===== src/rtl/bz_pkg.sv =====
// Shared constants and types for the buzzer tone path.
// Note periods are clk cycles per PWM period at 50 MHz.
package bz_pkg;

  localparam int BZ_PERIOD_W = 20;

  localparam logic [BZ_PERIOD_W-1:0] BZ_REST = 20'd0;
  localparam logic [BZ_PERIOD_W-1:0] BZ_DO   = 20'd191131;
  localparam logic [BZ_PERIOD_W-1:0] BZ_RE   = 20'd170242;
  localparam logic [BZ_PERIOD_W-1:0] BZ_MI   = 20'd151699;
  localparam logic [BZ_PERIOD_W-1:0] BZ_FA   = 20'd143184;
  localparam logic [BZ_PERIOD_W-1:0] BZ_SOL  = 20'd127551;
  localparam logic [BZ_PERIOD_W-1:0] BZ_LA   = 20'd113636;
  localparam logic [BZ_PERIOD_W-1:0] BZ_XI   = 20'd101235;

  typedef enum logic [1:0] {
    ST_IDLE = 2'd0,
    ST_PLAY = 2'd1,
    ST_GAP  = 2'd2
  } bz_state_e;

  // High time of the square wave for a given volume.
  // Volume 3 is 50% duty; each step down halves it.
  function automatic logic [BZ_PERIOD_W-1:0] bz_high_time(
    input logic [BZ_PERIOD_W-1:0] p,
    input logic [1:0]             vol
  );
    logic [BZ_PERIOD_W-1:0] h;
    unique case (vol)
      2'd3:    h = p >> 1;
      2'd2:    h = p >> 2;
      2'd1:    h = p >> 3;
      default: h = p >> 4;
    endcase
    return h;
  endfunction

endpackage


===== src/rtl/bz_tone_player_if.sv =====
// Note request handshake between sequencer and tone player.
// Signals: note_period, note_beats, note_valid, note_ready (+volume with BZ_VOLUME_EN).
interface bz_tone_player_if
  import bz_pkg::*;
#(
  parameter int BEAT_W = 4
) ();

  logic [BZ_PERIOD_W-1:0] note_period;
  logic [BEAT_W-1:0]      note_beats;
  logic                   note_valid;
  logic                   note_ready;
`ifdef BZ_VOLUME_EN
  logic [1:0]             volume;

  modport master (
    output note_period,
    output note_beats,
    output note_valid,
    output volume,
    input  note_ready
  );

  modport slave (
    input  note_period,
    input  note_beats,
    input  note_valid,
    input  volume,
    output note_ready
  );
`else
  modport master (
    output note_period,
    output note_beats,
    output note_valid,
    input  note_ready
  );

  modport slave (
    input  note_period,
    input  note_beats,
    input  note_valid,
    output note_ready
  );
`endif

endinterface


===== src/rtl/bz_pwm_core.sv =====
// Square-wave generator: period counter plus high-time comparator.
// Ports: clk, rst_n, enable, period, high_time in; registered buzzer out.
module bz_pwm_core
  import bz_pkg::*;
(
  input  logic                   clk,
  input  logic                   rst_n,
  input  logic                   enable,
  input  logic [BZ_PERIOD_W-1:0] period,
  input  logic [BZ_PERIOD_W-1:0] high_time,
  output logic                   buzzer
);

  localparam logic [BZ_PERIOD_W-1:0] P_ONE = 1;

  logic [BZ_PERIOD_W-1:0] pc_q;
  logic                   wrap;

  // pc_q is the phase of the cycle the next buzzer value
  // belongs to, so the first enabled edge drives phase 0.
  assign wrap = (pc_q >= period - P_ONE);

  always_ff @(posedge clk) begin
    if (!rst_n || !enable) begin
      pc_q   <= '0;
      buzzer <= 1'b0;
    end else begin
      buzzer <= (pc_q < high_time);
      pc_q   <= wrap ? '0 : pc_q + P_ONE;
    end
  end

endmodule


===== src/rtl/bz_tone_player.sv =====
// Tone player: plays a note for N beats, then a silent gap, then pulses note_done.
// Ports: clk, rst_n, nif (slave), abort in; buzzer, busy, note_done out. Macro BZ_VOLUME_EN adds volume.
module bz_tone_player
  import bz_pkg::*;
#(
  parameter int BEAT_CYCLES = 12_500_000,
  parameter int GAP_CYCLES  = 500_000,
  parameter int BEAT_W      = 4
) (
  input  logic            clk,
  input  logic            rst_n,
  bz_tone_player_if.slave nif,
  input  logic            abort,
  output logic            buzzer,
  output logic            busy,
  output logic            note_done
);

  localparam int BC_W =
    (BEAT_CYCLES > 1) ? $clog2(BEAT_CYCLES) : 1;
  localparam int GC_W =
    (GAP_CYCLES > 1) ? $clog2(GAP_CYCLES) : 1;

  localparam logic [BC_W-1:0] BC_LAST =
    BC_W'(BEAT_CYCLES - 1);
  localparam logic [GC_W-1:0] GC_LAST =
    GC_W'(GAP_CYCLES - 1);
  localparam logic [BEAT_W-1:0] B_ONE = 1;

  bz_state_e state_q;
  bz_state_e state_d;

  logic [BZ_PERIOD_W-1:0] period_q;
  logic [BEAT_W-1:0]      beats_q;
  logic [BEAT_W-1:0]      beat_q;
  logic [BEAT_W-1:0]      beats_in;
  logic [BC_W-1:0]        bcyc_q;
  logic [GC_W-1:0]        gcnt_q;

  logic ready_q;
  logic done_d;
  logic hs;
  logic beat_last;
  logic play_last;
  logic gap_last;

  logic                   pwm_en;
  logic [BZ_PERIOD_W-1:0] pwm_period;
  logic [BZ_PERIOD_W-1:0] pwm_high;
  logic [1:0]             vol_sel;

  assign beats_in = nif.note_beats;

  assign hs = nif.note_valid
            & (state_q == ST_IDLE)
            & ~abort;

  assign beat_last = (bcyc_q == BC_LAST);
  assign play_last = beat_last
                   && (beat_q == beats_q - B_ONE);
  assign gap_last  = (gcnt_q == GC_LAST);

  always_comb begin
    state_d = state_q;
    done_d  = 1'b0;
    if (abort) begin
      state_d = ST_IDLE;
    end else begin
      unique case (state_q)
        ST_IDLE: begin
          if (nif.note_valid) state_d = ST_PLAY;
        end
        ST_PLAY: begin
          if (play_last) state_d = ST_GAP;
        end
        ST_GAP: begin
          if (gap_last) begin
            state_d = ST_IDLE;
            done_d  = 1'b1;
          end
        end
        default: state_d = ST_IDLE;
      endcase
    end
  end

  always_ff @(posedge clk) begin
    if (!rst_n) state_q <= ST_IDLE;
    else        state_q <= state_d;
  end

  always_ff @(posedge clk) begin
    if (!rst_n || abort) begin
      bcyc_q <= '0;
      beat_q <= '0;
      gcnt_q <= '0;
      if (!rst_n) begin
        period_q <= '0;
        beats_q  <= '0;
      end
    end else begin
      unique case (state_q)
        ST_IDLE: begin
          if (hs) begin
            period_q <= nif.note_period;
            beats_q  <= (beats_in == '0) ? B_ONE
                                         : beats_in;
            bcyc_q   <= '0;
            beat_q   <= '0;
            gcnt_q   <= '0;
          end
        end
        ST_PLAY: begin
          if (play_last) begin
            bcyc_q <= '0;
            beat_q <= '0;
          end else if (beat_last) begin
            bcyc_q <= '0;
            beat_q <= beat_q + B_ONE;
          end else begin
            bcyc_q <= bcyc_q + 1'b1;
          end
        end
        ST_GAP: begin
          gcnt_q <= gap_last ? '0 : gcnt_q + 1'b1;
        end
        default: begin
          bcyc_q <= '0;
          beat_q <= '0;
          gcnt_q <= '0;
        end
      endcase
    end
  end

  // Outputs are registered from the next state so they
  // line up with the state they describe.
  always_ff @(posedge clk) begin
    if (!rst_n) begin
      busy      <= 1'b0;
      ready_q   <= 1'b1;
      note_done <= 1'b0;
    end else begin
      busy      <= (state_d != ST_IDLE);
      ready_q   <= (state_d == ST_IDLE);
      note_done <= done_d;
    end
  end

  assign nif.note_ready = ready_q;

`ifdef BZ_VOLUME_EN
  logic [1:0] vol_q;

  always_ff @(posedge clk) begin
    if (!rst_n)  vol_q <= 2'd0;
    else if (hs) vol_q <= nif.volume;
  end

  assign vol_sel = hs ? nif.volume : vol_q;
`else
  assign vol_sel = 2'd3;
`endif

  // On the handshake edge the latches are still loading,
  // so the core sees the incoming note directly.
  assign pwm_en     = (state_d == ST_PLAY);
  assign pwm_period = hs ? nif.note_period : period_q;
  assign pwm_high   = bz_high_time(pwm_period, vol_sel);

  bz_pwm_core u_pwm (
    .clk       (clk),
    .rst_n     (rst_n),
    .enable    (pwm_en),
    .period    (pwm_period),
    .high_time (pwm_high),
    .buzzer    (buzzer)
  );

endmodule


===== src/flat_wrapper.sv =====
// flat-port wrapper written by rule: the top's interface ports become plain ports
module bz_tone_player_flat import bz_pkg::*;
#(
  parameter int BEAT_CYCLES = 12_500_000,
  parameter int GAP_CYCLES  = 500_000,
  parameter int BEAT_W      = 4
)
  (clk, rst_n, abort, buzzer, busy, note_done, nif_note_period, nif_note_beats, nif_note_valid, nif_note_ready);
  bz_tone_player_if #(.BEAT_W(BEAT_W)) nif_i ();
  input  logic clk;
  input  logic rst_n;
  input  logic abort;
  output logic buzzer;
  output logic busy;
  output logic note_done;
  input wire logic [$bits(nif_i.note_period)-1:0] nif_note_period;
  input wire logic [$bits(nif_i.note_beats)-1:0] nif_note_beats;
  input wire logic [$bits(nif_i.note_valid)-1:0] nif_note_valid;
  output wire logic [$bits(nif_i.note_ready)-1:0] nif_note_ready;
  assign nif_i.note_period = nif_note_period;
  assign nif_i.note_beats = nif_note_beats;
  assign nif_i.note_valid = nif_note_valid;
  assign nif_note_ready = nif_i.note_ready;
  bz_tone_player #(.BEAT_CYCLES(BEAT_CYCLES), .GAP_CYCLES(GAP_CYCLES), .BEAT_W(BEAT_W)) u_core (.clk(clk), .rst_n(rst_n), .nif(nif_i), .abort(abort), .buzzer(buzzer), .busy(busy), .note_done(note_done));
endmodule

===== config.mk =====
export PLATFORM = sky130hd
export DESIGN_NAME = bz_tone_player_flat
export DESIGN_NICKNAME = d
export VERILOG_FILES = /design/src/rtl/bz_pkg.sv /design/src/rtl/bz_tone_player_if.sv /design/src/rtl/bz_pwm_core.sv /design/src/rtl/bz_tone_player.sv /design/src/flat_wrapper.sv
export SDC_FILE = /design/constraint.sdc
export NUM_CORES = 1
export LEC_CHECK = 0
export ABC_CLOCK_PERIOD_IN_PS = 5200
export BUFFER_PORTS_ARGS = -buffer_cell sky130_fd_sc_hd__buf_4
export CAP_MARGIN = 20
export CORE_MARGIN = 5
export CORE_UTILIZATION = 55
export CTS_CLUSTER_SIZE = 12
export DETAILED_ROUTE_END_ITERATION = 7
export PLACE_DENSITY = 0.73
export SLEW_MARGIN = 40
export SYNTH_ARGS = -nofsm -noshare
export SYNTH_HDL_FRONTEND = slang
export SYNTH_HIERARCHICAL = 1
export SYNTH_SLANG_ARGS = --single-unit

===== constraint.sdc =====
create_clock -name clk -period 5.2 [get_ports clk]
set_input_delay 0.52 -clock clk [delete_from_list [all_inputs] [get_ports clk]]
set_output_delay 0.52 -clock clk [all_outputs]
set_load 0.005 [all_outputs]

==> summary.txt <==
Clock tree
  – Worst-path clk slew: ~0.10 ns
  – Hold-fix buffers, CTS: 0
  – CTS tree: done
  – Bufs on Longest Clock Path: 2
  – # Post-CTS Setup Buffers: 0
  – # H-tree levels: 3
  – Num CTS Buffers: 9
  – CTS sink count: 97
  – CTS-repair resized insts: 0
  – Clock Tree Root: clkbuf_8
  – Clk_lat worst skew: between 0.3 and 0.4 ns

Logic synthesis
  – Post-Syn Area per Cell: 8.89 um^2
  – Synth area leaders: dfxtp_1, edfxtp_1, ha_1
  – Cell taking the most area after synthesis: dfxtp_1
  – Distinct cells, synth: 62
  – Asr flop ratio synth: 0%
  – Syn_nets: about 730
  – Share of the synthesized area in the top cell type: 25.1%
  – Gate Count Post-Synth: 655
  – Warnings from Yosys: 6
  – Sequential fraction of the synthesis area: a little under two fifths
  – Yosys reg bits: 97
  – Number of synthesized flops with an enable pin: 24
  – Most used DFF post-synth: dfxtp_1
  – Post-Synthesis Cell Area: between 0.005 and 0.006 mm^2

Cells and area
  – Syn-to-layout area delta: 10.3%
  – Final core utilization: 62.2%
  – Filler Cell Count: about 870
  – Layout cell share with drive strength beyond 1: 12.6%
  – Multi-input gate area: 0.00347 mm^2
  – FF+latch area: 0.00218 mm^2
  – Layout Nets: 759
  – Antenna diodes: 0

Die
  – Core box area: 0.0103 mm^2
  – I/O Pins: 32
  – Die ar.: 0.0127 mm^2
  – # rows: 37
  – Height of the die: around 110 um
  – Initial Util: a little under three fifths
  – Die W: ~110 um

STA
  – Fin crit share: 92.5%
  – Fin. Hold Viols: 0
  – Normalized max-slew margin: around 48%
  – Final setup TNS: 0 ns
  – Max Slew Vio Count: 0
  – Setup Skew: 0.0116 ns
  – Fin crit period: between 4 and 5 ns
  – Setup violators final: 0
  – Worst slew pin tran: 0.778 ns
  – RSZ-0062 raised after global routing: no
  – Peak Freq: about 210 MHz

Pwr
  – Comb pwr share: 15.2%
  – Leakage: ~0.0025 uW
  – PwrDens: about 230 mW/mm^2
  – Sw Ratio: approximately 29%
  – Pint: between 1000 and 1500 uW
  – Clock power share: between 30% and 40%
  – Switch Pwr: between 400 and 500 uW
  – Peak VDD IR: roughly 110 uV
  – Reg power frac: a little over half

Placement
  – Final Wtd Congestion: between 0.8 and 0.9
  – Buffers added on ports: 31
  – HPWL after DPL: around 9.4 mm

Global route
  – Number of global-route vias before repair: 4683
  – Initial antenna violation count: 0
  – Total GRT Usage: 20.1%
  – Pin count of the biggest net entering global routing: 29
  – GRT overflow: 0
  – First-pass GRT wire length: ~21 mm

Routing
  – Drt first pass iters: 4
  – WL/cell: between 15 and 20 um
  – Post-Route WL: roughly 12 mm
  – Vias: 4714
  – Remaining DRCs: 0
  – Iter 0 DRT Violations: ~300
  – DR vias/cell: between 5 and 6
  – ANT nets after route: 0

Status
  – Status: completed

Setup path
  – Worst EP arrival: 5.06 ns
  – Critical path class: reg2reg
  – Startpoint types: flop
  – Crit path max fanout: 20
  – Critical Path RT: 5.45 ns
  – Worst setup EP type: flop

Job
  – Max-Cap Viols: 0

Hold path
  – Hold Crit Class: in2reg
[per-layer routing]
metal  up-vias  global-route usage (%)  wire [um]
met3        19                    3.42        322
met5         -                       0          0
met1      2252                    24.5       5640
met2        77                    35.2       6180
li1       2366                       -          -
met4         0                    7.93        267
[cells in the final DEF, fill, tap and decap left out, drive strengths merged, types with 3 or more instances in the layout]
cell type / netlist / final
o31ai: 4 / 4
and4: 4 / 4
a211oi: 5 / 5
xnor2: 28 / 28
ha: 45 / 45
nor3: 19 / 19
a21oi: 30 / 30
dfxtp: 73 / 73
and2: 26 / 26
clkbuf: 13 / 9
or4: 5 / 5
and3: 7 / 7
buf: 4 / 37
nand4: 23 / 23
or4b: 3 / 3
mux2: 20 / 20
nand2: 48 / 48
nor2b: 4 / 4
nor2: 91 / 91
or3: 5 / 5
o211ai: 3 / 3
a31oi: 3 / 3
edfxtp: 24 / 24
xor2: 42 / 42
clkinv: 0 / 3
nor4: 9 / 9
nand3: 26 / 26
nand2b: 5 / 5
nor4b: 4 / 4
o21ai: 25 / 25
inv: 35 / 39
[cell usage after synthesis (all sizes together) (5+ instances only)]
library cell,instances
nor2,91
dfxtp,73
nand2,48
ha,45
xor2,42
inv,35
a21oi,30
xnor2,28
and2,26
nand3,26
o21ai,25
edfxtp,24
nand4,23
mux2,20
nor3,19
clkbuf,13
nor4,9
and3,7
a211oi,5
nand2b,5
or3,5
or4,5
[registers in the layout, summed over array words and instances (netlist names)]
| name | flops |
|---|---|
| u_core/busy | 1 |
| u_core/gcnt_q | 19 |
| u_core/bcyc_q | 24 |
| u_core/state_q | 2 |
| u_core/u_pwm/buzzer | 1 |
| u_core/period_q | 20 |
| u_core/beat_q | 4 |
| u_core/note_done | 1 |
| u_core/u_pwm/pc_q | 20 |
| u_core/nif.note_ready | 1 |
| u_core/beats_q | 4 |
[final timing paths]
kind	from	to	slack, ns	cells after the start
setup / recovery	u_core/state_q[1]	u_core/u_pwm/pc_q[2]	0.39	15
hold / removal	nif_note_beats[3]	u_core/beats_q[3]	0.44	2
setup reg to reg	u_core/state_q[1]	u_core/u_pwm/pc_q[2]	0.39	15
hold reg to reg	u_core/bcyc_q[20]	u_core/bcyc_q[20]	0.46	1
[through the flow]
| stage | hold slack, ns | setup slack [ns] | cell area, um^2 | std cells | power (uW) |
|---|---|---|---|---|---|
| after floorplan | 0.419 | 0.616 | 5820 | 655 | 971 |
| after global placement | 0.434 | 0.452 | 6210 | 810 | 1030 |
| after detailed placement | 0.447 | 0.346 | 6230 | 811 | 1040 |
| after CTS | 0.421 | 0.400 | 6420 | 827 | 1510 |
| after global routing | 0.432 | 0.0711 | 6420 | 827 | 1570 |
| final | 0.441 | 0.391 | 6420 | 827 | 1500 |
[critical path, stage by stage, from the launching register on]
cell,delay (ns)
dfxtp_1,0.41
nand2b_1,0.22
nor3_2,0.55
buf_4,0.25
mux2_2,0.40
nor4_2,0.33
nand2_2,0.15
or4_4,0.57
nor3_2,0.17
xnor2_1,0.12
ha_1,0.31
nand4_1,0.14
or4_1,0.53
o211ai_1,0.19
buf_4,0.27
nor2_1,0.08
[area by class of cell]
class / count / area share, %
Sequential cell: 97 / 34.0
Timing Repair Buffer: 37 / 4.44
Inverter: 35 / 2.05
Clock buffer: 9 / 1.93
Tap cell: 136 / 2.65
Multi-Input combinational cell: 506 / 54.0
Clock inverter: 7 / 0.916
[kinds of logic after synthesis]
family	share of synthesized area, %
other cells	0.0644
buf+inv	3.44
fa+ha+maj	9.67
mux	4.04
compound gates	8.53
flops	37.5
xor+xnor	10.5
simple gates	26.2
[power groups by stage]
stage          clock, uW  combinational, uW  sequential [uW]
6_report             470                227              799
5_1_grt              516                253              802
4_1_cts              485                227              799
3_5_place_dp           0                225              816
3_3_place_gp           0                212              817
2_1_floorplan          0                158              814
Note: power is estimated with default switching activity, not from simulation.
